[src/rtl/ads42_pkg.sv]
// ads42_pkg: register map, init ROM, FSM states and frame helpers for the ADS42 SPI engine.
package ads42_pkg;

  localparam int unsigned FRAME_W = 16;
  localparam int unsigned INIT_N  = 4;

  localparam logic [6:0] REG_SWRST   = 7'h00;
  localparam logic [6:0] REG_TESTPAT = 7'h0F;
  localparam logic [6:0] REG_LVDS    = 7'h14;
  localparam logic [6:0] REG_CLKDLY  = 7'h12;

  typedef enum logic [2:0] {
    ST_PWRUP,
    ST_INIT,
    ST_READY,
    ST_CFG_MODE,
    ST_RB_MODE,
    ST_CFG_DLY,
    ST_RB_DLY,
    ST_DONE
  } state_e;

  // Build one frame {R/W, addr, data}; rd=0 is a write.
  function automatic logic [FRAME_W-1:0] mk_frame(input logic       rd,
                                                  input logic [6:0] addr,
                                                  input logic [7:0] data);
    return {rd, addr, data};
  endfunction

  // Power-up init table: soft reset, then default test pattern, LVDS and clock delay.
  function automatic logic [FRAME_W-1:0] init_rom(input logic [1:0] idx);
    logic [FRAME_W-1:0] w;
    case (idx)
      2'd0:    w = mk_frame(1'b0, REG_SWRST,   8'h01);
      2'd1:    w = mk_frame(1'b0, REG_TESTPAT, 8'h00);
      2'd2:    w = mk_frame(1'b0, REG_LVDS,    8'h00);
      default: w = mk_frame(1'b0, REG_CLKDLY,  8'h00);
    endcase
    return w;
  endfunction

endpackage

[src/rtl/ads42_spi_shift.sv]
// ads42_spi_shift: sends one 16-bit frame in a 35*CLK_DIV-cycle slot; go_i may be
// re-asserted on the done_o cycle to chain frames with no gap.
// Read capture of data bits 7..0 is present when ADS42_SPI_READBACK_EN is defined.
module ads42_spi_shift
  import ads42_pkg::*;
#(
  parameter int unsigned CLK_DIV = 4
) (
  input  logic               sys_clk,
  input  logic               rst_n,
  input  logic               go_i,
  input  logic [FRAME_W-1:0] frame_i,
`ifdef ADS42_SPI_READBACK_EN
  input  logic               sdout_i,
  output logic [7:0]         rdata_o,
`endif
  output logic               done_o,
  output logic               sen_o,
  output logic               sclk_o,
  output logic               sdata_o
);

  localparam int unsigned      DIV_W       = $clog2(CLK_DIV);
  localparam logic [DIV_W-1:0] DIV_LAST    = DIV_W'(CLK_DIV - 1);
  localparam logic [DIV_W-1:0] DIV_PRE     = DIV_W'(CLK_DIV - 2);
  localparam logic [5:0]       HP_RD_FIRST = 6'(FRAME_W);
  localparam logic [5:0]       HP_SEN_END  = 6'(2 * FRAME_W);
  localparam logic [5:0]       HP_LAST     = 6'(2 * FRAME_W + 2);

  logic               busy_q, busy_d;
  logic [DIV_W-1:0]   div_q, div_d;
  logic [5:0]         hp_q, hp_d;
  logic [FRAME_W-1:0] sh_q, sh_d;
  logic               sen_q, sen_d, sclk_q, sclk_d, sdata_q, sdata_d, done_q, done_d;
`ifdef ADS42_SPI_READBACK_EN
  logic [7:0]         rdata_q, rdata_d;
`endif

  // Half-period sequencer: hp 0 lead-in low, hp 1..32 bit high/low, hp 33..34 SEN-high gap.
  always_comb begin
    busy_d  = busy_q;
    div_d   = div_q;
    hp_d    = hp_q;
    sh_d    = sh_q;
    sen_d   = sen_q;
    sclk_d  = sclk_q;
    sdata_d = sdata_q;
    done_d  = 1'b0;
`ifdef ADS42_SPI_READBACK_EN
    rdata_d = rdata_q;
`endif
    if (go_i) begin
      busy_d  = 1'b1;
      div_d   = '0;
      hp_d    = '0;
      sh_d    = {frame_i[FRAME_W-2:0], 1'b0};
      sen_d   = 1'b0;
      sclk_d  = 1'b0;
      sdata_d = frame_i[FRAME_W-1];
`ifdef ADS42_SPI_READBACK_EN
      rdata_d = '0;
`endif
    end else if (busy_q) begin
      done_d = (hp_q == HP_LAST) && (div_q == DIV_PRE);
      if (div_q == DIV_LAST) begin
        div_d = '0;
        hp_d  = hp_q + 6'd1;
        if (hp_q < HP_SEN_END) begin
          sclk_d = ~hp_q[0];
          if (hp_q[0]) begin
            sdata_d = sh_q[FRAME_W-1];
            sh_d    = {sh_q[FRAME_W-2:0], 1'b0};
          end
`ifdef ADS42_SPI_READBACK_EN
          else if (hp_q >= HP_RD_FIRST) begin
            rdata_d = {rdata_q[6:0], sdout_i};
          end
`endif
        end
        if (hp_q == HP_SEN_END) begin
          sen_d   = 1'b1;
          sdata_d = 1'b0;
        end
        if (hp_q == HP_LAST) begin
          busy_d = 1'b0;
          hp_d   = '0;
        end
      end else begin
        div_d = div_q + DIV_W'(1);
      end
    end
  end

  // Serializer registers; pins idle with SEN high, SCLK and SDATA low.
  always_ff @(posedge sys_clk or negedge rst_n) begin
    if (!rst_n) begin
      busy_q  <= 1'b0;
      div_q   <= '0;
      hp_q    <= '0;
      sh_q    <= '0;
      sen_q   <= 1'b1;
      sclk_q  <= 1'b0;
      sdata_q <= 1'b0;
      done_q  <= 1'b0;
`ifdef ADS42_SPI_READBACK_EN
      rdata_q <= '0;
`endif
    end else begin
      busy_q  <= busy_d;
      div_q   <= div_d;
      hp_q    <= hp_d;
      sh_q    <= sh_d;
      sen_q   <= sen_d;
      sclk_q  <= sclk_d;
      sdata_q <= sdata_d;
      done_q  <= done_d;
`ifdef ADS42_SPI_READBACK_EN
      rdata_q <= rdata_d;
`endif
    end
  end

  assign done_o  = done_q;
  assign sen_o   = sen_q;
  assign sclk_o  = sclk_q;
  assign sdata_o = sdata_q;
`ifdef ADS42_SPI_READBACK_EN
  assign rdata_o = rdata_q;
`endif

endmodule

[src/rtl/ads42_spi_cfg.sv]
// ads42_spi_cfg: ADS42 power-up init and calibration-request SPI programming engine.
// Define ADS42_SPI_READBACK_EN to read back and verify each calibration write.
module ads42_spi_cfg
  import ads42_pkg::*;
#(
  parameter int unsigned CLK_DIV  = 4,
  parameter int unsigned RST_WAIT = 1000
) (
  input  logic       sys_clk,
  input  logic       rst_n,
  output logic       o_ad_inital_over,
  input  logic [3:0] i_ad_mode,
  input  logic [2:0] i_ad_dly,
  input  logic       i_ad_cal_start,
  output logic       o_ad_cal_over,
`ifdef ADS42_SPI_READBACK_EN
  input  logic       i_spi_sdout,
  output logic       o_spi_err,
`endif
  output logic       o_spi_sen,
  output logic       o_spi_sclk,
  output logic       o_spi_sdata
);

  localparam int unsigned      CNT_W     = (RST_WAIT > 1) ? $clog2(RST_WAIT) : 1;
  localparam logic [CNT_W-1:0] WAIT_LAST = CNT_W'(RST_WAIT - 1);

  state_e             st_q, st_d;
  logic [CNT_W-1:0]   cnt_q, cnt_d;
  logic [1:0]         idx_q, idx_d;
  logic [2:0]         dly_q, dly_d;
  logic               init_over_q, init_over_d, cal_over_q, cal_over_d;
  logic               go_c, done;
  logic [FRAME_W-1:0] frame_c;
`ifdef ADS42_SPI_READBACK_EN
  logic [3:0]         mode_q, mode_d;
  logic               err_q, err_d;
  logic [7:0]         rdata;
`endif

  // Sequencer: next frame is launched on the done cycle of the previous one.
  always_comb begin
    st_d        = st_q;
    cnt_d       = cnt_q;
    idx_d       = idx_q;
    dly_d       = dly_q;
    init_over_d = init_over_q;
    cal_over_d  = (st_q == ST_DONE);
    go_c        = 1'b0;
    frame_c     = '0;
`ifdef ADS42_SPI_READBACK_EN
    mode_d      = mode_q;
    err_d       = err_q;
`endif
    case (st_q)
      ST_PWRUP: begin
        if (cnt_q == WAIT_LAST) begin
          st_d    = ST_INIT;
          idx_d   = 2'd0;
          go_c    = 1'b1;
          frame_c = init_rom(2'd0);
        end else begin
          cnt_d = cnt_q + CNT_W'(1);
        end
      end
      ST_INIT: begin
        if (done) begin
          if (idx_q == 2'(INIT_N - 1)) begin
            st_d        = ST_READY;
            init_over_d = 1'b1;
          end else begin
            idx_d   = idx_q + 2'd1;
            go_c    = 1'b1;
            frame_c = init_rom(idx_q + 2'd1);
          end
        end
      end
      ST_READY: begin
        // Wait for over to drop so one level request is never serviced twice.
        if (i_ad_cal_start && !cal_over_q) begin
          st_d    = ST_CFG_MODE;
          dly_d   = i_ad_dly;
          go_c    = 1'b1;
          frame_c = mk_frame(1'b0, REG_TESTPAT, {i_ad_mode, 4'h0});
`ifdef ADS42_SPI_READBACK_EN
          mode_d  = i_ad_mode;
`endif
        end
      end
      ST_CFG_MODE: begin
        if (done) begin
          go_c = 1'b1;
`ifdef ADS42_SPI_READBACK_EN
          st_d    = ST_RB_MODE;
          frame_c = mk_frame(1'b1, REG_TESTPAT, 8'h00);
`else
          st_d    = ST_CFG_DLY;
          frame_c = mk_frame(1'b0, REG_CLKDLY, {5'b0, dly_q});
`endif
        end
      end
`ifdef ADS42_SPI_READBACK_EN
      ST_RB_MODE: begin
        if (done) begin
          if (rdata != {mode_q, 4'h0}) err_d = 1'b1;
          st_d    = ST_CFG_DLY;
          go_c    = 1'b1;
          frame_c = mk_frame(1'b0, REG_CLKDLY, {5'b0, dly_q});
        end
      end
`endif
      ST_CFG_DLY: begin
        if (done) begin
`ifdef ADS42_SPI_READBACK_EN
          st_d    = ST_RB_DLY;
          go_c    = 1'b1;
          frame_c = mk_frame(1'b1, REG_CLKDLY, 8'h00);
`else
          st_d    = ST_DONE;
`endif
        end
      end
`ifdef ADS42_SPI_READBACK_EN
      ST_RB_DLY: begin
        if (done) begin
          if (rdata != {5'b0, dly_q}) err_d = 1'b1;
          st_d = ST_DONE;
        end
      end
`endif
      ST_DONE: begin
        if (!i_ad_cal_start) st_d = ST_READY;
      end
      default: st_d = ST_PWRUP;
    endcase
  end

  // State and status registers.
  always_ff @(posedge sys_clk or negedge rst_n) begin
    if (!rst_n) begin
      st_q        <= ST_PWRUP;
      cnt_q       <= '0;
      idx_q       <= '0;
      dly_q       <= '0;
      init_over_q <= 1'b0;
      cal_over_q  <= 1'b0;
`ifdef ADS42_SPI_READBACK_EN
      mode_q      <= '0;
      err_q       <= 1'b0;
`endif
    end else begin
      st_q        <= st_d;
      cnt_q       <= cnt_d;
      idx_q       <= idx_d;
      dly_q       <= dly_d;
      init_over_q <= init_over_d;
      cal_over_q  <= cal_over_d;
`ifdef ADS42_SPI_READBACK_EN
      mode_q      <= mode_d;
      err_q       <= err_d;
`endif
    end
  end

  ads42_spi_shift #(
    .CLK_DIV (CLK_DIV)
  ) u_shift (
    .sys_clk (sys_clk),
    .rst_n   (rst_n),
    .go_i    (go_c),
    .frame_i (frame_c),
`ifdef ADS42_SPI_READBACK_EN
    .sdout_i (i_spi_sdout),
    .rdata_o (rdata),
`endif
    .done_o  (done),
    .sen_o   (o_spi_sen),
    .sclk_o  (o_spi_sclk),
    .sdata_o (o_spi_sdata)
  );

  assign o_ad_inital_over = init_over_q;
  assign o_ad_cal_over    = cal_over_q;
`ifdef ADS42_SPI_READBACK_EN
  assign o_spi_err        = err_q;
`endif

endmodule

[config.mk]
export PLATFORM = sky130hd
export DESIGN_NAME = ads42_spi_cfg
export DESIGN_NICKNAME = d
export VERILOG_FILES = /design/src/rtl/ads42_pkg.sv /design/src/rtl/ads42_spi_shift.sv /design/src/rtl/ads42_spi_cfg.sv
export SDC_FILE = /design/constraint.sdc
export NUM_CORES = 1
export LEC_CHECK = 0
export BUFFER_PORTS_ARGS = -buffer_cell sky130_fd_sc_hd__buf_4
export CAP_MARGIN = 10
export CORE_MARGIN = 3
export CORE_UTILIZATION = 54
export CTS_CLUSTER_DIAMETER = 200
export DETAILED_ROUTE_END_ITERATION = 8
export MAX_ROUTING_LAYER = met4
export PLACE_DENSITY = 0.86
export SETUP_SLACK_MARGIN = 0.2
export SYNTH_ARGS = -nofsm -noshare
export SYNTH_HDL_FRONTEND = slang
export SYNTH_SLANG_ARGS = --single-unit
[constraint.sdc]
create_clock -name sys_clk -period 1.8 [get_ports sys_clk]
set_input_delay 0.18 -clock sys_clk [delete_from_list [all_inputs] [get_ports sys_clk]]
set_output_delay 0.18 -clock sys_clk [all_outputs]
set_load 0.02 [all_outputs]
# After elaboration in Yosys (flattened, before gate mapping)
# Index checks and enable logic that the tools add are counted.
dict set report classes {
  n_addsub 4
  magnitude_cmp 1
  eq_ne 21
  n_mux 57
  bitwise_logic 2
  n_reduce_logical 23
}
# cell n
set ops {}
lappend ops {{two-way mux 16 bit} 5}
lappend ops {{one-hot mux 13 bit (4 select lines)} 1}
lappend ops {{two-way mux 13 bit} 3}
lappend ops {{one-hot mux 13 bit (3 select lines)} 1}
lappend ops {{two-way mux 1 bit} 26}
lappend ops {{two-way mux 6 bit} 4}
lappend ops {{two-way mux 3 bit} 7}
lappend ops {{one-hot mux 3 bit (6 select lines)} 1}
lappend ops {{equality test 6 bit, second input constant} 2}
lappend ops {{two-way mux 12 bit} 1}
lappend ops {{two-way mux 2 bit} 6}
lappend ops {{AND reduction 4 bit} 3}
lappend ops {{nonzero test 2 bit} 6}
lappend ops {{adder 10 x 1 -> 10 bit, second input constant} 1}
lappend ops {{equality test 10 bit, second input constant} 1}
lappend ops {{!= test 2 bit, second input constant} 5}
lappend ops {{AND reduction 3 bit} 3}
lappend ops {{equality test 2 bit, second input constant} 4}
lappend ops {{AND reduction 7 bit} 1}
lappend ops {{adder 6 x 1 -> 6 bit, second input constant} 1}
lappend ops {{equality test 3 x 2 -> 1 bit, second input constant} 2}
lappend ops {{equality test 3 bit, second input constant} 2}
lappend ops {{less-than comparator 6 bit, second input constant} 1}
lappend ops {{!= test 2 x 1 -> 1 bit, second input constant} 3}
lappend ops {{other kinds (12)} 18}
dict set report totals {
  ff_bits 49
  out_inout_bits 5
  wordCells 122
}

# Logic depth before layout (Yosys ltp)
# Gate-level depths: netlist of run 1.
dict set report logic_depth {
  ltp_word 7
  depth_mapped 7
  depth_no_buf 5
}

# Cells and area by module
# Synthesis of run 1 repeated with hierarchy kept, for this count alone.
dict set report hier_totals {
  hier_cells 256
  area_unflattened_um2 2552.4
}
# module instances cells_each area_each_um2 seq_area_each_um2
set modules_own_cells {}
lappend modules_own_cells {ads42_spi_shift 1 135 1388.8 701.9}
lappend modules_own_cells {ads42_spi_cfg 1 121 1163.6 500.5}

# Worst setup path before layout of run 1
# No wires, ideal clock.
dict set report synth_timing {
  path_type {flip-flop to flip-flop}
  startpoint {reg cnt_q[0]}
  endpoint {reg u_shift.sh_q[11]}
  setup_ns 0.126
  t_arrival_ns 1.649
  setup_slack_ns 0.025
  stages_incl_launch_ff 7
  path_buffers 1
  synth_period_minus_slack_ns 1.775
  cell_sequence {dfrtp_1 ha_1 nand2_1 nor4_4 or3_1 buf_6 o32a_1}
}
dict set report synth_between {
  elab_chain_len 5
  elab_cells_between_ends 9
}
# item line
set synth_rtl {}
lappend synth_rtl {{start, declared} ads42_spi_cfg.sv:29} ;# logic [CNT_W-1:0] cnt_q, cnt_d;
lappend synth_rtl {{start signal, assigned} ads42_spi_cfg.sv:153} ;# cnt_q <= cnt_d;
lappend synth_rtl {{equality test 10 bit (*)} ads42_spi_cfg.sv:57} ;# if (cnt_q == WAIT_LAST) begin
lappend synth_rtl {{two-way mux 1 bit (*)} ads42_spi_cfg.sv:57}
lappend synth_rtl {{one-hot mux 1 bit (4 select lines) (*)} ads42_spi_cfg.sv:55} ;# case (st_q)
lappend synth_rtl {{nonzero test 2 bit (no source line)} --}
lappend synth_rtl {{AND reduction 4 bit (no source line)} --}
lappend synth_rtl {{end signal, assigned} ads42_spi_shift.sv:100} ;# sh_q <= '0;
lappend synth_rtl {{end signal, assigned} ads42_spi_shift.sv:112} ;# sh_q <= sh_d;
lappend synth_rtl {{end, declared} ads42_spi_shift.sv:33} ;# logic [FRAME_W-1:0] sh_q, sh_d;
# Every way passes the cells marked *; elsewhere a longest branch is shown, timed or not.
# A chain may end at the register's enable or synchronous reset.

# Worst setup path in the final report of run 1
dict set report layout_timing {
  startpoint {reg st_q[1]}
  endpoint {reg u_shift.sh_q[11]}
}
dict set report layout_between {
  elab_chain_len 4
  elab_cells_between_ends 12
}
# item line
set layout_rtl {}
lappend layout_rtl {{start, declared} ads42_spi_cfg.sv:28} ;# state_e st_q, st_d;
lappend layout_rtl {{start signal, assigned} ads42_spi_cfg.sv:152} ;# st_q <= st_d;
lappend layout_rtl {{equality test 3 x 2 -> 1 bit, or another cell as far along} ads42_spi_cfg.sv:55}
lappend layout_rtl {{one-hot mux 1 bit (4 select lines)} ads42_spi_cfg.sv:55}
lappend layout_rtl {{nonzero test 2 bit (no source line)} --}
lappend layout_rtl {{AND reduction 4 bit (no source line)} --}
# Parallel ways exist; a longest one is shown, timed or not.

==> metrics.md, run 1 <==
| Metric | Value |
|---|---|
| First-pass GRT wire length | 8870 um |
| Run status | finished clean |
| Clk Latency, worst-skew pair | 0.32 ns |
| Top delay family on crit path | simple AND/OR/NAND/NOR gates |
| CTS Root Cell | clkbuf_8 |
| Hold Crit Class | in -> reg |
| Area grow syn2layout | 25.7% |
| Core area | between 4000 and 5000 um2 |
| Multi-input logic area | 1250 um2 |
| Share of cells above drive strength 1 | 28.7% |
| EDFF count, synth | 0 |
| Async SR Flop Fraction | 100% |
| Detailed-route DRC error count | 0 |
| Fin cells | between 300 and 400 |
| Total CTS buffers | 5 |
| CP max-delay cell | dfrtp_1 |
| DRT iter0 DRCs | about 120 |
| Final Wtd Congestion | 0.870 |
| Setup CP Type | reg -> reg |
| Worst-path clk slew | roughly 0.10 ns |
| Die span in y | 73.2 um |
| Final setup viols | 0 |
| Diodes inserted | 0 |
| Final Max Tran Viols | 0 |
| Synth Warn # | 0 |
| H-tree depth | 2 |
| GRT overflow | 0 |
| WP data required | 1.99 ns |
| Drt wl/cell | 17.8 um |
| Die Wd | 73.2 um |
| Crit path DAT | 1.99 ns |
| Fill count | about 260 |
| TritonCTS Sinks | 48 |
| CTS tree | yes |
| GRT Util Overall | 22.6% |
| Site Rows | 23 |
| CP Capture Type | flop |
| ANT nets after route | 0 |
| Post-Syn Area | ~2400 um2 |
| Fraction of the yosys area taken by sequential cells | 49.4% |
| Slew margin rel. | 60.3% |
| Post-route clock period utilization | between 90 and 100% |
| IO Count | 15 |
| Initial antenna violation count | 0 |
| Yosys reg bits | 48 |
| Syn_area_per_cell | ~10 um2 |
| CP peak stage delay | 0.43 ns |
| Core Util, Final | 73.3% |
| 1st-pass router iterations | 4 |
| Die Footprint | 5350 um2 |
| Max cap viols | 0 |
| Vias in the first global route | between 1.5k and 2k |
| Vias/cell | 5.91 |
| Tmin final | 1.80 ns |
| Largest net degree at the start of global routing | 49 |
| CP startpoint kind | flop |
| Final Skew | 0.0165 ns |
| RSZ-0062 raised after global routing | yes |
| Net Count, Synth | 252 |
| VDD IR-drop max | 308 uV |
| WP buf/inv | 2 |
| Most common cell after layout, fill and taps aside | dfrtp_1 |
| Post-Syn Instances | 233 |
| HPWL after detailed placement | 3620 um |
| CP Cell Sequence | buf_4, nor2b_4, nor3_1, or3_4, buf_12, o32a_1 |
| Hold Fails Final Rpt | 0 |
| Initial Util | 58.4% |
| Crit-path max FO | 14 |
| Synth cell types | 42 |
| Pwr/cell area | 628 nW/um2 |
| Fmax | about 0.56 GHz |
| Lkg Pwr | roughly 1.4 nW |
| Sequential Area | 1200 um2 |
| Routed via count | slightly below 2k |
| Bufs on Longest Clock Path | 2 |
| Ys flop type | dfrtp_1 |
| Slew @ Worst Pin | 0.596 ns |
| # nets final | 297 |
| Commonest non-fill, non-tap cells in the layout | dfrtp_1, buf_4, nand2_1 |
| Port Buffer Count | 14 |
| Aggregate routed wire length | 5860 um |
| DP Cell Count | 311 |
-- worst paths after layout --
| path | from | end | slack [ns] | cells after the start |
|---|---|---|---|---|
| min in group asynchronous | rst_n | u_shift.sh_q[5]$_DFFE_PN0P_ | 0.40 | 2 |
| min reg2reg | o_ad_inital_over$_DFFE_PN0P_ | o_ad_inital_over$_DFFE_PN0P_ | 0.48 | 1 |
| min | i_ad_mode[1] | u_shift.sh_q[6]$_DFFE_PN0P_ | 0.07 | 3 |
| max reg2reg | st_q[1]$_DFFE_PN0P_ | u_shift.sh_q[11]$_DFFE_PN0P_ | 0.0006 | 6 |
| max | st_q[1]$_DFFE_PN0P_ | u_shift.sh_q[11]$_DFFE_PN0P_ | 0.0006 | 6 |
| max in group asynchronous | rst_n | dly_q[1]$_DFFE_PN0P_ | 0.98 | 2 |
-- power breakdown --
part	internal [mW]	leakage (nW)	switching (mW)
logic	0.0141	0.825	0.0228
clock network	0.419	0.0548	0.388
registers	1.08	0.527	0
total	1.51	1.41	0.411
-- kinds of logic (layout without fill, tap and decap cells) --
group | Yosys count | in the layout | synth area share [%]
adder cells (fa/ha/maj) | 9 | 9 | 4.62
AND/OR/NAND/NOR | 88 | 88 | 18.9
multiplexers | 23 | 23 | 9.71
flip-flops | 48 | 48 | 49.4
buffers and inverters | 17 | 63 | 3.55
AO/OA/AOI/OAI | 36 | 36 | 9.51
XOR/XNOR | 12 | 12 | 4.32
-- tightest hold or removal path, delay by kind of cell --
kind / cells / cell delay, ns
AND/OR/NAND/NOR: 1 / 0.04
AO/OA/AOI/OAI: 1 / 0.06
buffers and inverters: 1 / 0.07
-- through the flow --
stage	setup WS (ns)	hold WS (ns)	power [mW]	area [um2]	TNS (ns)
after floorplan	0.0955	-0.116	1.10	2460	0
after global placement	0.0663	0.224	1.14	2770	0
after detailed placement	-0.00661	0.224	1.14	2770	-0.00661
after CTS	0.0565	0.0743	1.92	2980	0
after global routing	-0.0697	0.0716	1.97	3060	-0.286
final	0.000614	0.0723	1.92	3060	0
-- metal layers --
metal  GRT usage [%]  share of wire (%)
met2            35.6                 50
met3            4.55                5.0
met1            28.6                 43
met5               -                  0
met4            9.22                1.9
-- final cells by class --
class                      count  area share (%)
clock inverter                 3            1.51
inverter                       9            1.10
sequential                    48            39.3
clock buffer                   5            2.25
tap                           50            2.04
timing repair buffer          46            13.0
multi-input combinational    168            40.8
-- repair_timing --
action                     CTS  global route
setup endpoints to repair   32            41
hold endpoints to repair    47             0
gates resized for setup      4            12
pin swaps                    0             2
hold buffers                 1             0
buffers inserted             6             2
cloned                       1             0
-- synth_stat cells, types with 2 or more instances --
cell | number | area, um2
nand2_1 | 25 | 93.8
or3_1 | 2 | 12.5
mux2_2 | 5 | 56.3
nor4_1 | 2 | 12.5
clkbuf_1 | 2 | 7.51
and3_1 | 3 | 18.8
nand3_1 | 12 | 60.1
buf_6 | 2 | 22.5
o21ai_0 | 7 | 35.0
buf_2 | 3 | 15.0
xor2_1 | 8 | 70.1
nor3_1 | 11 | 55.1
mux2i_1 | 18 | 180
a21oi_1 | 12 | 60.1
nor3_2 | 2 | 20.0
nand4_1 | 2 | 12.5
xnor2_1 | 4 | 35.0
nor2_1 | 18 | 67.6
a21o_1 | 4 | 30.0
o21ai_1 | 4 | 20.0
a211oi_1 | 2 | 15.0
nand3b_1 | 3 | 22.5
ha_1 | 9 | 113
dfrtp_1 | 47 | 1180
inv_1 | 9 | 33.8
-- sequential cells by signal (all words and copies together), names as in the netlist, 2 cells and up --
name and count:
u_shift.sh_q 15, dly_q 3, idx_q 2, u_shift.hp_q 6
u_shift.div_q 2, cnt_q 10, st_q 3
No activity file was read; power rests on OpenSTA's default activity.
==> run 2, diff against run 1 <==
Settings changed: REMOVE_ABC_BUFFERS from default to 1.
==> metrics.md, run 2 (synthesized netlist as in run 1, its figures left out) <==
| Metric | Value |
|---|---|
| Vias/cell | 5.69 (-3.7%) |
| Placement Cell Area | 2730 um2 (-1.3%) |
| Area grow syn2layout | 26.0% |
| CTS tree | yes |
| HPWL after detailed placement | 3320 um (-8.3%) |
| Register-to-Register Path Depth | 5 (-1) |
| WP data required | 1.99 ns (about the same) |
| Bufs on Longest Clock Path | 2 (unchanged) |
| Hold Fails Final Rpt | 0 (unchanged) |
| 1st-pass router iterations | 4 (unchanged) |
| Hold Crit Class | in -> reg |
| Die span in y | 73.2 um (unchanged) |
| Tmin final | 1.65 ns (-0.150 ns) |
| Max reg flops | 15 (unchanged) |
| Crit path DAT | 1.84 ns (-0.15 ns) |
| ANT nets after route | 0 (unchanged) |
| CP max-delay cell | or3_4 |
| TNS Setup | 0 ns (unchanged) |
| Diodes inserted | 0 (unchanged) |
| Routed via count | 1879 (-3.4%) |
| Final setup viols | 0 (unchanged) |
| GRT Util Overall | 21.0% (-1.6 points) |
| Core Util, Final | 73.5% (+0.15 points) |
| Crit-path max FO | 3 (-11) |
| Setup CP Type | reg -> reg |
| RSZ-0062 raised after global routing | yes |
| First-pass GRT wire length | 8340 um (-6.1%) |
| Final Skew | 0.00739 ns (-0.00907 ns) |
| Worst-path clk slew | 0.09 ns (about the same) |
| WP buf/inv | 1 (-1) |
| Share of cells above drive strength 1 | 31.1% (+2.4 points) |
| Port Buffer Count | 14 (unchanged) |
| Detailed-route DRC error count | 0 (unchanged) |
| Max cap viols | 0 (unchanged) |
| Vias in the first global route | 1795 (-4.6%) |
| # nets final | 298 (+0.34%) |
| WHS | 0.0787 ns (+0.00643 ns) |
| Most common cell after layout, fill and taps aside | dfrtp_1 |
| Pwr/cell area | 579 nW/um2 (-7.7%) |
| Run status | finished clean |
| Initial Util | 58.4% (unchanged) |
| Crit. path cell count | 5 (-1) |
| GRT overflow | 0 (unchanged) |
| Post-route clock period utilization | 91.6% (-8.3 points) |
| Die Wd | 73.2 um (unchanged) |
| CP Cell Sequence | or3_4, nor4_4, buf_4, nor2_4, mux2_4 |
| TritonCTS Sinks | 48 (unchanged) |
| Aggregate routed wire length | 5280 um (-9.8%) |
| Commonest non-fill, non-tap cells in the layout | dfrtp_1, buf_4, nand2_1 |
| CP startpoint kind | flop |
| Slew @ Worst Pin | 0.594 ns (-0.00146 ns) |
| Final Max Tran Viols | 0 (unchanged) |
| FF-to-FF setup slack | 0.15 ns (+0.15 ns) |
| Setup WS pre-CTS | 0.0667 ns (+0.0733 ns) |
| Largest net degree at the start of global routing | 49 (unchanged) |
| Site Rows | 23 (unchanged) |
| Slew margin rel. | 60.4% (+0.097 points) |
| Clk Latency, worst-skew pair | 0.30 ns (-0.02 ns) |
| CP peak stage delay | 0.42 ns (about the same) |
| Core area | 4170 um2 (unchanged) |
| Final Wtd Congestion | 0.897 (+3.1%) |
| CP Capture Type | flop |
| CTS Root Cell | clkbuf_8 |
| Fill count | 255 (-0.39%) |
| Initial antenna violation count | 0 (unchanged) |
| Top Registers | u_shift.sh_q x15, cnt_q x10, u_shift.hp_q x6 |
| Die Footprint | 5350 um2 (unchanged) |
| Hold Crit Depth | 3 (unchanged) |
| Final Cell Area | 3070 um2 (+0.20%) |
| H-tree depth | 2 (unchanged) |
| Total CTS buffers | 5 (unchanged) |
| Fmax | 0.606 GHz (+9.1%) |
| Top delay family on crit path | simple AND/OR/NAND/NOR gates |
| Biggest register | u_shift.sh_q |
| VDD IR-drop max | 392 uV (+27%) |
| Final worst slack | 0.151 ns (+0.150 ns) |
| IO Count | 15 (unchanged) |
| DRT iter0 DRCs | 123 (+0.82%) |
| Drt wl/cell | 16.0 um (-10%) |
| Lkg Pwr | 1.42 nW (+0.73%) |
## run 2: cell count changes in the layout (fill, tap and decap cells not counted), sizes merged
| cell | before | now |
|---|---|---|
| inv | 10 | 9 |
| buf | 45 | 46 |
| clkinvlp | 1 | 0 |
| clkbuf | 5 | 8 |
| bufinv | 1 | 0 |
## run 2: through the flow
stage,instances,total power [mW]
after floorplan,225,1.10
after global placement,313,1.14
after detailed placement,313,1.14
after CTS,327,1.79
after global routing,330,1.84
final,330,1.78
## run 2: layout make-up
class                      instances  area, um2  area share (%)
tap                               50       62.6            2.04
clock buffer                       8       90.1            2.94
sequential                        48       1200            39.2
timing repair buffer              47        394            12.9
multi-input combinational        168       1280            41.9
inverter                           9       33.8            1.10
## run 2: tightest hold or removal path, stage by stage
cell     delay [ns]
buf_4          0.07
nand2_1        0.05
o21ai_2        0.05
## run 2: timing repair
action | 4_1_cts | 5_1_grt
buffers inserted | 5 | 3
pin swaps | 4 | 8
hold endpoints to repair | 47 | 0
hold buffers | 1 | 0
resized for setup | 16 | 27
setup endpoints to repair | 30 | 32
cloned | 0 | 0
## run 2: worst paths after layout
| kind | startpoint | to |
|---|---|---|
| worst min register to register | u_shift.sen_o$_DFFE_PN1P_ | u_shift.sen_o$_DFFE_PN1P_ |
| worst min-delay path | i_ad_mode[2] | u_shift.sh_q[7]$_DFFE_PN0P_ |
| min in group asynchronous | rst_n | u_shift.sh_q[5]$_DFFE_PN0P_ |
| max in group asynchronous | rst_n | dly_q[1]$_DFFE_PN0P_ |
| worst max-delay path | st_q[0]$_DFFE_PN0P_ | idx_q[0]$_DFFE_PN0P_ |
| worst max register to register | st_q[0]$_DFFE_PN0P_ | idx_q[0]$_DFFE_PN0P_ |
## run 2: routing by layer
layer	wire [um]	share of wire [%]	global-route usage, %	vias up
met5	0	0	-	-
met4	60	1.1	5.94	0
met3	236	4.5	5.92	6
met2	2650	50	33.5	48
met1	2340	44	26.2	912
li1	-	-	-	913
## run 2: where the power goes
part           internal (mW)  switching, mW
Clock                  0.314          0.348
Combinational         0.0141         0.0229
Sequential              1.08              0
Total                   1.41          0.371
==> run 3, diff against run 2 <==
Settings changed: ABC_AREA from default to 1, CAP_MARGIN 10 to default.
==> metrics.md, run 3 <==
| Metric | Value |
|---|---|
| Run status | complete, but fails checks |
| Violated checks | setup timing |
| Die span in y | 75.4 um (+3.1%) |
| Sequential Area | 1210 um2 (+0.31%) |
| Synth cell count leaders | nand2_1, dfrtp_1, inv_1 |
| Setup crit start | st_q[2]$_DFFE_PN0P_ |
| Drt wl/cell | 16.5 um (+2.9%) |
| Synth Area in XOR/XNOR | 3.70% (-0.61 points) |
| Top-area cell type share of the netlist area | 45.2% (-3.1 points) |
| Diodes inserted | 0 (unchanged) |
| Top cells by area, synth | dfrtp_1, nand2_1, inv_1, ha_1, o21ai_0 |
| 1st-pass router iterations | 6 (+2) |
| Async SR Flop Fraction | 100% (unchanged) |
| Final Wtd Congestion | 0.896 (-0.16%) |
| Adder-cell share of the synthesized area | 4.33% (-0.30 points) |
| Commonest non-fill, non-tap cells in the layout | nand2_1, dfrtp_1, buf_4 |
| Lkg Pwr | 1.66 nW (+17%) |
| Slew @ Worst Pin | 0.611 ns (+0.0163 ns) |
| Hold path startpoint | i_ad_dly[1] |
| HPWL after detailed placement | 3470 um (+4.5%) |
| Biggest register | u_shift.sh_q |
| Ys flop type | dfrtp_1 |
| Fmax | 0.548 GHz (-9.7%) |
| Post-Syn Instances | 335 (+44%) |
| Most common cell after layout, fill and taps aside | nand2_1 |
| Setup CP Type | reg -> reg |
| Post-synth top area cell | dfrtp_1 |
| CP Capture Type | flop |
| GRT overflow | 0 (unchanged) |
| Crit-path max FO | 7 (+4) |
| Share of cells above drive strength 1 | 29.7% (-1.4 points) |
| Slew margin rel. | 59.3% (-1.1 points) |
| GRT Util Overall | 22.9% (+1.8 points) |
| Port Buffer Count | 14 (unchanged) |
| DRT iter0 DRCs | 324 (+160%) |
| ANT nets after route | 0 (unchanged) |
| Area grow syn2layout | 29.5% |
| Simple logic cell fraction of the synthesized area | 30.4% (+11 points) |
| Bufs on Longest Clock Path | 2 (unchanged) |
| Hold Crit Class | in -> reg |
| CP peak stage delay | 0.48 ns (+0.06 ns) |
| Pwr/cell area | 552 nW/um2 (-4.8%) |
| # nets final | 402 (+35%) |
| Most frequent cell after synthesis | nand2_1 |
| Max reg flops | 15 (unchanged) |
| Core Util, Final | 74.8% (+1.3 points) |
| IO Count | 15 (unchanged) |
| Synth cell types | 29 (-31%) |
| Syn_area_per_cell | 7.77 um2 (-26%) |
| Post-synthesis compound-gate area fraction | 7.26% (-2.2 points) |
| Mux share of post-synthesis cell area | 0% (-9.7 points) |
| WHS | 0.0805 ns (+0.00178 ns) |
| Initial Util | 57.8% (-0.57 points) |
| Multi-input logic area | 1410 um2 (+9.7%) |
| Hold Fails Final Rpt | 0 (unchanged) |
| TritonCTS Sinks | 48 (unchanged) |
| Final worst slack | -0.0260 ns (-0.177 ns) |
| CP Cell Sequence | buf_12, nor3_4, nand4_4, buf_12, buf_12, nand3_4, buf_6, nand3_2, o21ai_1 |
| CP max-delay cell | dfrtp_2 |
| Clk Latency, worst-skew pair | 0.31 ns (about the same) |
| Largest net degree at the start of global routing | 49 (unchanged) |
| Yosys reg bits | 48 (unchanged) |
| RSZ-0062 raised after global routing | yes |
| Die Footprint | 5690 um2 (+6.3%) |
| Vias in the first global route | 2140 (+19%) |
| EDFF count, synth | 0 (unchanged) |
| WP data required | 2.03 ns (+0.04 ns) |
| Worst-path clk slew | 0.10 ns (about the same) |
| VDD IR-drop max | 378 uV (-3.6%) |
| Detailed-route DRC error count | 0 (unchanged) |
| Max cap viols | 0 (unchanged) |
| CP dominant cell by count | buf_12 |
| Die Wd | 75.4 um (+3.1%) |
| Aggregate routed wire length | 7180 um (+36%) |
| Initial antenna violation count | 0 (unchanged) |
| Fraction of the yosys area taken by sequential cells | 46.2% (-3.2 points) |
| Main combinational cell family by area after synthesis | simple AND/OR/NAND/NOR gates |
| Routed via count | 2536 (+35%) |
| Post-Syn Area | 2600 um2 (+6.9%) |
| Top Registers | u_shift.sh_q x15, cnt_q x10, u_shift.hp_q x6 |
| Site Rows | 24 (+4.3%) |
| Post-route clock period utilization | 101% (+9.8 points) |
| Final Max Tran Viols | 0 (unchanged) |
| Core area | 4500 um2 (+7.9%) |
| CTS tree | yes |
| Final Skew | 0.0175 ns (+0.0101 ns) |
| Tmin final | 1.83 ns (+0.177 ns) |
| H-tree depth | 2 (unchanged) |
| Total CTS buffers | 5 (unchanged) |
| Final setup viols | 2 (+2) |
| CTS Root Cell | clkbuf_8 |
| First-pass GRT wire length | 9550 um (+15%) |
| R2R Path Start | st_q[2]$_DFFE_PN0P_ |
| Synth Warn # | 0 (unchanged) |
| Crit path DAT | 2.06 ns (+0.22 ns) |
| Fill count | 272 (+6.7%) |
| CP startpoint kind | flop |
| Vias/cell | 5.82 (+2.2%) |
-- run 3: cell types whose count changed in the layout (fill, tap and decap cells not counted), sizes merged, moves of 4 or more --
cell / previous run / this run
nor3: 13 / 6
a21oi: 12 / 5
nand3: 12 / 21
a21o: 4 / 0
inv: 9 / 37
mux2i: 18 / 0
o21ai: 11 / 27
mux2: 5 / 0
nand2: 25 / 123
nor2: 18 / 28
-- run 3: repair_timing --
action	CTS	global route
buffers inserted	13	13
hold buffers	1	0
hold endpoints to repair	47	0
setup endpoints to repair	31	40
resized for setup	28	48
pin swaps	10	21
-- run 3: final timing paths --
kind,depth (start not counted),end,slack [ns]
worst max-delay path,9,u_shift.hp_q[5]$_DFFE_PN0P_,-0.03
worst min-delay path,3,dly_q[1]$_DFFE_PN0P_,0.08
worst max register to register,9,u_shift.hp_q[5]$_DFFE_PN0P_,-0.03
worst min register to register,2,u_shift.sen_o$_DFFE_PN1P_,0.48
max in group asynchronous,2,st_q[0]$_DFFE_PN0P_,0.93
min in group asynchronous,2,u_shift.hp_q[5]$_DFFE_PN0P_,0.41
-- run 3: kinds of logic (layout without fill, tap and decap cells) --
logic type,count (synthesis),count (layout)
adders and majority gates,9,9
DFF,48,48
AOI/OAI and AO/OA,36,36
xor gates and xnor gates,11,11
buffers and inverters,46,95
and+or+nand+nor,185,185
-- run 3: area by class of cell --
class	instances	area share, %
multi-input cells	241	41.8
flip-flops and latches	48	35.8
repair buffers	49	12.8
inverters	38	4.75
clock buffers	8	2.97
well taps	52	1.93
-- run 3: metrics by stage --
step                cells  power (mW)  cell area [um2]  setup WS, ns  setup TNS (ns)
finish                436        1.86             3370       -0.0260         -0.0298
CTS                   423        1.85             3080         0.176               0
floorplan             327        1.12             2530        0.0780               0
global placement      401        1.16             2760        0.0896               0
global route          436        1.92             3370       -0.0535          -0.376
detailed placement    401        1.16             2760       -0.0321         -0.0370
-- run 3: critical path: cells and delay by family (launching register included) --
kind | cells | cell delay [ns]
buffers and inverters | 4 | 0.60
and+or+nand+nor | 4 | 0.56
DFF | 1 | 0.48
AOI/OAI and AO/OA | 1 | 0.11
-- run 3: where the power goes --
part / switching (mW) / total [mW] / internal [mW] / leakage, nW
clock: 0.364 / 0.716 / 0.351 / 0.0515
sequential: 0.00413 / 1.09 / 1.09 / 0.588
combinational: 0.0339 / 0.0533 / 0.0194 / 1.02
-- run 3: layer usage --
layer	global-route usage, %	share of wire (%)	vias up
li1	-	-	1148
met3	4.62	7.4	38
met2	37.0	50	150
met4	7.77	4.1	0
met1	28.7	38	1200
met5	-	0	-
